[config.mk]
export PLATFORM = sky130hd
export DESIGN_NAME = truth_pattern_driver
export DESIGN_NICKNAME = d
export VERILOG_FILES = /design/src/rtl/truth_pattern_driver.sv
export SDC_FILE = /design/constraint.sdc
export NUM_CORES = 1
export LEC_CHECK = 0
export CORE_MARGIN = 10
export CORE_UTILIZATION = 48
export CTS_CLUSTER_SIZE = 30
export DETAILED_ROUTE_END_ITERATION = 16
export GPL_TIMING_DRIVEN = 0
export PLACE_DENSITY = 0.77
export SYNTH_ARGS = -nofsm -noshare
export SYNTH_HDL_FRONTEND = slang
export SYNTH_SLANG_ARGS = --single-unit
[constraint.sdc]
create_clock -name clk -period 2.5 [get_ports clk]
set_clock_uncertainty 0.2 [all_clocks]
set_input_delay 0.25 -clock clk [delete_from_list [all_inputs] [get_ports clk]]
set_output_delay 0.25 -clock clk [all_outputs]
set_load 0.005 [all_outputs]
[src/rtl/truth_pattern_driver.sv]
// truth_pattern_driver
// Serially drives a programmed truth_detection pattern (LSB first) into the
// downstream trust evaluator. It captures the evaluator's registered response
// one cycle after each bit and summarises the run as a response vector, a
// trusted-sample count and a count of trust flips.

module truth_pattern_driver #(
    parameter int   PAT_W    = 16,
    parameter int   LEN_W    = 5,
    parameter logic IDLE_BIT = 1'b1
) (
    input  logic             clk,
    input  logic             rst_n,
    input  logic             start,
    input  logic [PAT_W-1:0] pattern,
    input  logic [LEN_W-1:0] length,
    output logic             truth_detection,
    input  logic             trust_decision,
    output logic             busy,
    output logic             done,
    output logic [PAT_W-1:0] resp,
    output logic [LEN_W-1:0] trust_cycles,
    output logic [LEN_W-1:0] flips
);

    typedef enum logic [1:0] {
        S_IDLE,
        S_SEND,
        S_DRAIN,
        S_DONE
    } state_t;

    state_t           state;
    logic [PAT_W-1:0] shift_q;
    logic [LEN_W-1:0] len_q;
    logic [LEN_W-1:0] bit_idx;
    logic [LEN_W-1:0] sample_idx;
    logic             last_sample;
    logic [LEN_W-1:0] len_clamped;
    logic             sample_en;

    // Clamp the requested length to the pattern width; the evaluator response
    // lags the driven bit by one cycle, so we sample from the second SEND cycle
    // through the single DRAIN cycle.
    always_comb begin
        len_clamped = (length > LEN_W'(PAT_W)) ? LEN_W'(PAT_W) : length;
        sample_en   = ((state == S_SEND) && (bit_idx != '0)) || (state == S_DRAIN);
    end

    // Run controller: sequences IDLE/SEND/DRAIN/DONE, drives the serial bit and
    // accumulates the response summary.
    always_ff @(posedge clk or negedge rst_n) begin
        if (!rst_n) begin
            state           <= S_IDLE;
            truth_detection <= IDLE_BIT;
            busy            <= 1'b0;
            done            <= 1'b0;
            resp            <= '0;
            trust_cycles    <= '0;
            flips           <= '0;
            shift_q         <= '0;
            len_q           <= '0;
            bit_idx         <= '0;
            sample_idx      <= '0;
            last_sample     <= 1'b0;
        end else begin
            done <= 1'b0;

            if (sample_en) begin
                resp         <= resp | (PAT_W'(trust_decision) << sample_idx);
                trust_cycles <= trust_cycles + LEN_W'(trust_decision);
                if ((sample_idx != '0) && (trust_decision != last_sample)) begin
                    flips <= flips + LEN_W'(1);
                end
                last_sample <= trust_decision;
                sample_idx  <= sample_idx + LEN_W'(1);
            end

            case (state)
                S_IDLE: begin
                    truth_detection <= IDLE_BIT;
                    if (start) begin
                        shift_q      <= pattern >> 1;
                        len_q        <= len_clamped;
                        bit_idx      <= '0;
                        sample_idx   <= '0;
                        last_sample  <= 1'b0;
                        resp         <= '0;
                        trust_cycles <= '0;
                        flips        <= '0;
                        if (len_clamped == '0) begin
                            state <= S_DONE;
                            done  <= 1'b1;
                        end else begin
                            state           <= S_SEND;
                            busy            <= 1'b1;
                            truth_detection <= pattern[0];
                        end
                    end
                end

                S_SEND: begin
                    if (bit_idx == len_q - LEN_W'(1)) begin
                        truth_detection <= IDLE_BIT;
                        state           <= S_DRAIN;
                    end else begin
                        truth_detection <= shift_q[0];
                        shift_q         <= shift_q >> 1;
                        bit_idx         <= bit_idx + LEN_W'(1);
                    end
                end

                S_DRAIN: begin
                    truth_detection <= IDLE_BIT;
                    busy            <= 1'b0;
                    done            <= 1'b1;
                    state           <= S_DONE;
                end

                S_DONE: begin
                    truth_detection <= IDLE_BIT;
                    state           <= S_IDLE;
                end

                default: begin
                    truth_detection <= IDLE_BIT;
                    busy            <= 1'b0;
                    state           <= S_IDLE;
                end
            endcase
        end
    end

endmodule

-- After elaboration in Yosys (flattened, before gate mapping)
Index checks and enable logic that the tools add are counted.
- bitwise logic cells: 1
- add/sub/neg operators: 5
- shifts and indexed selects: 1
- multiplexer cells: 37
- reduce and logical (&&, ||, !) cells: 14
- equal/unequal tests: 9
- $lt $le $gt $ge: 1
- operator list (operator ; count):
    2-to-1 mux 16 bit ; 5
    2-to-1 mux 5 bit ; 13
    one-hot mux 16 bit (2 select lines) ; 1
    bitwise OR 16 bit ; 1
    left shift 1 x 5 -> 16 bit ; 1
    adder 5 x 1 -> 5 bit, second input constant ; 3
    2-to-1 mux 1 bit ; 10
    one-hot mux 5 bit (2 select lines) ; 1
    nonzero test 5 bit ; 2
    one-hot mux 2 bit (4 select lines) ; 1
    2-to-1 mux 2 bit ; 3
    != test 2 bit, second input constant ; 3
    AND reduction 3 bit ; 2
    adder 5 x 1 -> 5 bit ; 1
    == test 5 bit ; 1
    > comparator 5 bit, second input constant ; 1
    logical NOT 5 bit ; 1
    subtractor 5 x 1 -> 5 bit, second input constant ; 1
    == test 2 bit, second input constant ; 2
    one-hot mux 1 bit (2 select lines) ; 2
    AND reduction 2 bit ; 2
    nonzero test 2 bit ; 2
    one-hot mux 1 bit (3 select lines) ; 1
    == test 2 x 1 -> 1 bit, second input constant ; 1
    6 further kinds ; 7
- register bits: 63
- output and inout bits: 29
- bits of input ports: 25

-- Longest topological paths before layout
- depth in word-level cells: 6
- depth in mapped cells: 9
- gate-level depth less buffers: 8

-- Worst setup path before layout
Ideal clock, no wire load.
- path type: reg2reg
- from: reg len_q[0]
- to: reg bit_idx[4]
- arrival time: 2.080 ns
- setup slack: 0.097 ns
- data required time: 2.177 ns
- clock period less this slack: 2.403 ns
- cell stages (with the launch flop): 9
- path buffers: 0
- path through: dfrtp_1 > inv_1 > ha_1 > and2b_1 > or3_4 > a311oi_4 > a211oi_2 > nor2b_1 > o221a_1
- longest elaborated chain between the ends: 4
- ends and longest elaborated chain (what ; line ; text):
    start, declared ; 35 ; logic [LEN_W-1:0] len_q;
    start signal, assigned ; 84 ; len_q <= len_clamped;
    subtractor 5 x 1 -> 5 bit ; 103 ; if (bit_idx == len_q - LEN_W'(1)) begin
    == test 5 bit ; 103 ;
    != test 2 bit (no source line) ; n/a ;
    AND reduction 3 bit (no source line) ; n/a ;
    end signal, assigned ; 109 ; bit_idx <= bit_idx + LEN_W'(1);
    end, declared ; 36 ; logic [LEN_W-1:0] bit_idx;
Every way passes these cells.
A chain may end at the register's enable or synchronous reset.

-- Final worst setup path
Ends and elaborated chain as after synthesis.

==> results.tsv <==
stage	metric	value	unit
status	status	finished, final reports clean	
die	rows	29	
power_and_ir_drop	ir_drop	528.0	µV
layout	nNetsFinal	419	
clocking	clkLatencyLatePin	320	ps
synthesis	synth_top_cell_by_area	dfrtp_1	
timing	relSlewSlack	57.38	%
synthesis	ys_seq_area_share	50.22	%
power_and_ir_drop	internal-power	2.987	mW
timing	min_period_over_period	98.61	%
job	drv_cap	0	
die	pin_count	54	
drt	drcViolationCount	0	
global_routing	grt_pass1_vias	2588	
global_routing	grt_start_max_net_pins	37	
worst_setup_path	required	2510	ps
placed_design	io_buffers	53	
power_and_ir_drop	p_switching	1.865	mW
synthesis	syn-cell-area	3092	µm²
synthesis	yosysUniqueCellTypes	43	
die	core	6314	µm²
layout	regArea	1553	µm²
clocking	clock-root-buffer	clkbuf_8	
worst_setup_path	cp-start-kind	flop	
synthesis	async_flop_share	100.0	%
power_and_ir_drop	seqPwrFrac	34.3	%
layout	n_fill_cell	521	
clocking	cts_max_level	3	
layout	insertedDiodeCount	0	
power_and_ir_drop	p_per_area	1188	nW/µm²
power_and_ir_drop	pwr-share-comb	47.1	%
synthesis	synth.most_common_cell	dfrtp_1	
layout	final_layout_size_suffix_gt1_share	14.25	%
synthesis	netlist_top_cells_count	61 x dfrtp_1, 57 x nor2_1, 32 x a21oi_1, 25 x nand2_1, 16 x mux2i_1	
synthesis	synthCells	312	
placed_design	dp_slack	-111.9	ps
power_and_ir_drop	swShare	38.44	%
synthesis	synthDominantCellAreaShare	49.37	%
drt	first_iter_violations	107	
timing	whs	293.6	ps
power_and_ir_drop	power.leakage	1.793	nW
timing	finalHoldViolCount	0	
die	start_util	48.97	%
synthesis	synth_area_leaders	dfrtp_1 49%, nor2_1 6.9%, a21oi_1 5.2%	
global_routing	gr-usage-all-layers	14.22	%
timing	setup_viol	0	
synthesis	synth_flop_cell	dfrtp_1	
timing	fmax	0.4057	GHz
die	chipWidth	100.3	µm
timing	worst_slew_pin_slew	639.2	ps
drt	ant_nets	0	
global_routing	antenna_found_initial	0	
layout	multi_input_area	1509	µm²
layout	final_core_util	64.67	%
synthesis	synth_edf_count	0	
min_path	min_path_type	in -> async	
synthesis	synth.avg_cell_area	9.909	µm²
global_routing	grt_pass1_wl	11880	µm
drt	post_drt_wl_per_cell	15.39	µm
drt	dr.pass1.iters	4	
synthesis	yosysWarnings	0	
layout	areaGrowthSynthToFinish	32.05	%
placed_design	dp_hpwl	5057	µm
global_routing	overflow	0	
timing	fin_ws	34.82	ps
die	dieArea	10050	µm²
timing	min_period	2465	ps
worst_setup_path	arrival	2470	ps
worst_setup_path	crit_path_end_kind	flop	
clocking	clk_path_buf_depth	2	
placed_design	place_congestion	0.8770	
clocking	cts_buffers	9	
drt	drt-total-wl	7126	µm
synthesis	synth_nets	349	
synthesis	ys_ff_latch	62	
drt	num_vias	2485	
worst_setup_path	criticalPathCategory	reg -> reg	
clocking	clock_sinks	62	
clocking	cts_tree	yes	
power_and_ir_drop	power_frac_clock	18.6	%
drt	routed_via_density	5.367	
timing	slew_violations	0	
clocking	path_clk_slew	70	ps
die	die_y	100.3	µm
timing	setup_tns	0	ps
worst_setup_path	worstPathMaxFanout	5	
timing	grt_setup_unrepaired	true	
flip-flops by register name (all words and copies together) (netlist names), 2 cells and up:
signal        count
shift_q          15
bit_idx           5
resp             16
flips             5
sample_idx        5
state             2
trust_cycles      5
len_q             5
per-stage QoR:
step | std cells | cell area, µm² | total power, mW
final | 463 | 4083 | 4.852
after global routing | 463 | 4083 | 5.218
after CTS | 460 | 3973 | 4.717
after detailed placement | 443 | 3734 | 3.771
after global placement | 442 | 3719 | 3.688
after floorplan | 312 | 3092 | 3.052
cell families after synthesis:
group / after synthesis / share of synthesized area [%]
buffers and inverters: 25 / 3.966
AO/OA/AOI/OAI: 62 / 13.23
AND/OR/NAND/NOR: 118 / 17.73
multiplexers: 16 / 5.180
XOR/XNOR: 17 / 4.816
flip-flops: 62 / 50.22
adder cells (fa/ha/maj): 12 / 4.856
metal layers:
metal	global-route usage, %	wire (µm)
met4	5.652	43
met5	0	0
met3	3.846	385
met2	22.65	3410
met1	17.87	3286
power groups by stage:
stage	Clock (mW)	Combinational, mW	Sequential [mW]
finish	0.902	2.29	1.66
global route	0.969	2.54	1.71
CTS	0.925	2.14	1.66
detailed placement	0	2.10	1.67
global placement	0	2.03	1.66
floorplan	0	1.43	1.62
timing repair:
action / in CTS / in global routing
endpoints found under the setup margin: 21 / 42
gates resized for setup: 4 / 19
pin swaps: 1 / 9
setup buffers: 1 / 4
hold buffers: 1 / 0
endpoints found under the hold margin: 26 / 0
area by class of cell:
type / instances / area share (%)
inverter: 12 / 1.103
multi-input combinational: 225 / 36.96
tap: 77 / 2.360
timing repair buffer: 60 / 14.62
sequential: 62 / 38.03
clock buffer: 12 / 4.045
clock inverter: 3 / 1.042
buffer: 12 / 1.839
final timing paths:
path,start,end,slack (ps),cells after the start
min in group clk,resp[8],resp[8],290,2
hold reg to reg,resp[8],resp[8],290,2
setup reg to reg,len_q[0],bit_idx[4],30,9
max in group asynchronous,rst_n,truth_detection,1120,3
setup / recovery,len_q[0],bit_idx[4],30,9
hold / removal,rst_n,flips[3],290,2
worst max-delay path, stage by stage, from the launching register on:
cell and delay [ps]:
dfrtp_1 410, inv_2 90, ha_4 140, and2b_1 200
or3_4 340, a311oi_4 300, buf_6 170, a211oi_4 70
nor2b_4 150, o221a_1 260
cells in the final DEF, fill, tap and decap left out, types with 4 or more instances in the layout:
cell type        Yosys  layout
nand3b_1             4       4
buf_4                1       5
clkdlybuf4s50_1      0      52
o21ai_0              8       8
nor3_1               7       4
nor2_1              57      57
xor2_1              11      11
dfrtp_1             61      61
xnor2_1              6       6
ha_1                12      11
clkbuf_8             0      12
nand3_1              5       5
nand2_1             25      24
nand4_1              6       6
clkbuf_1             6       5
a21oi_1             32      31
inv_1               12      10
mux2i_1             16      16
buf_6                3       4
Note: power is estimated with default switching activity, not from simulation.
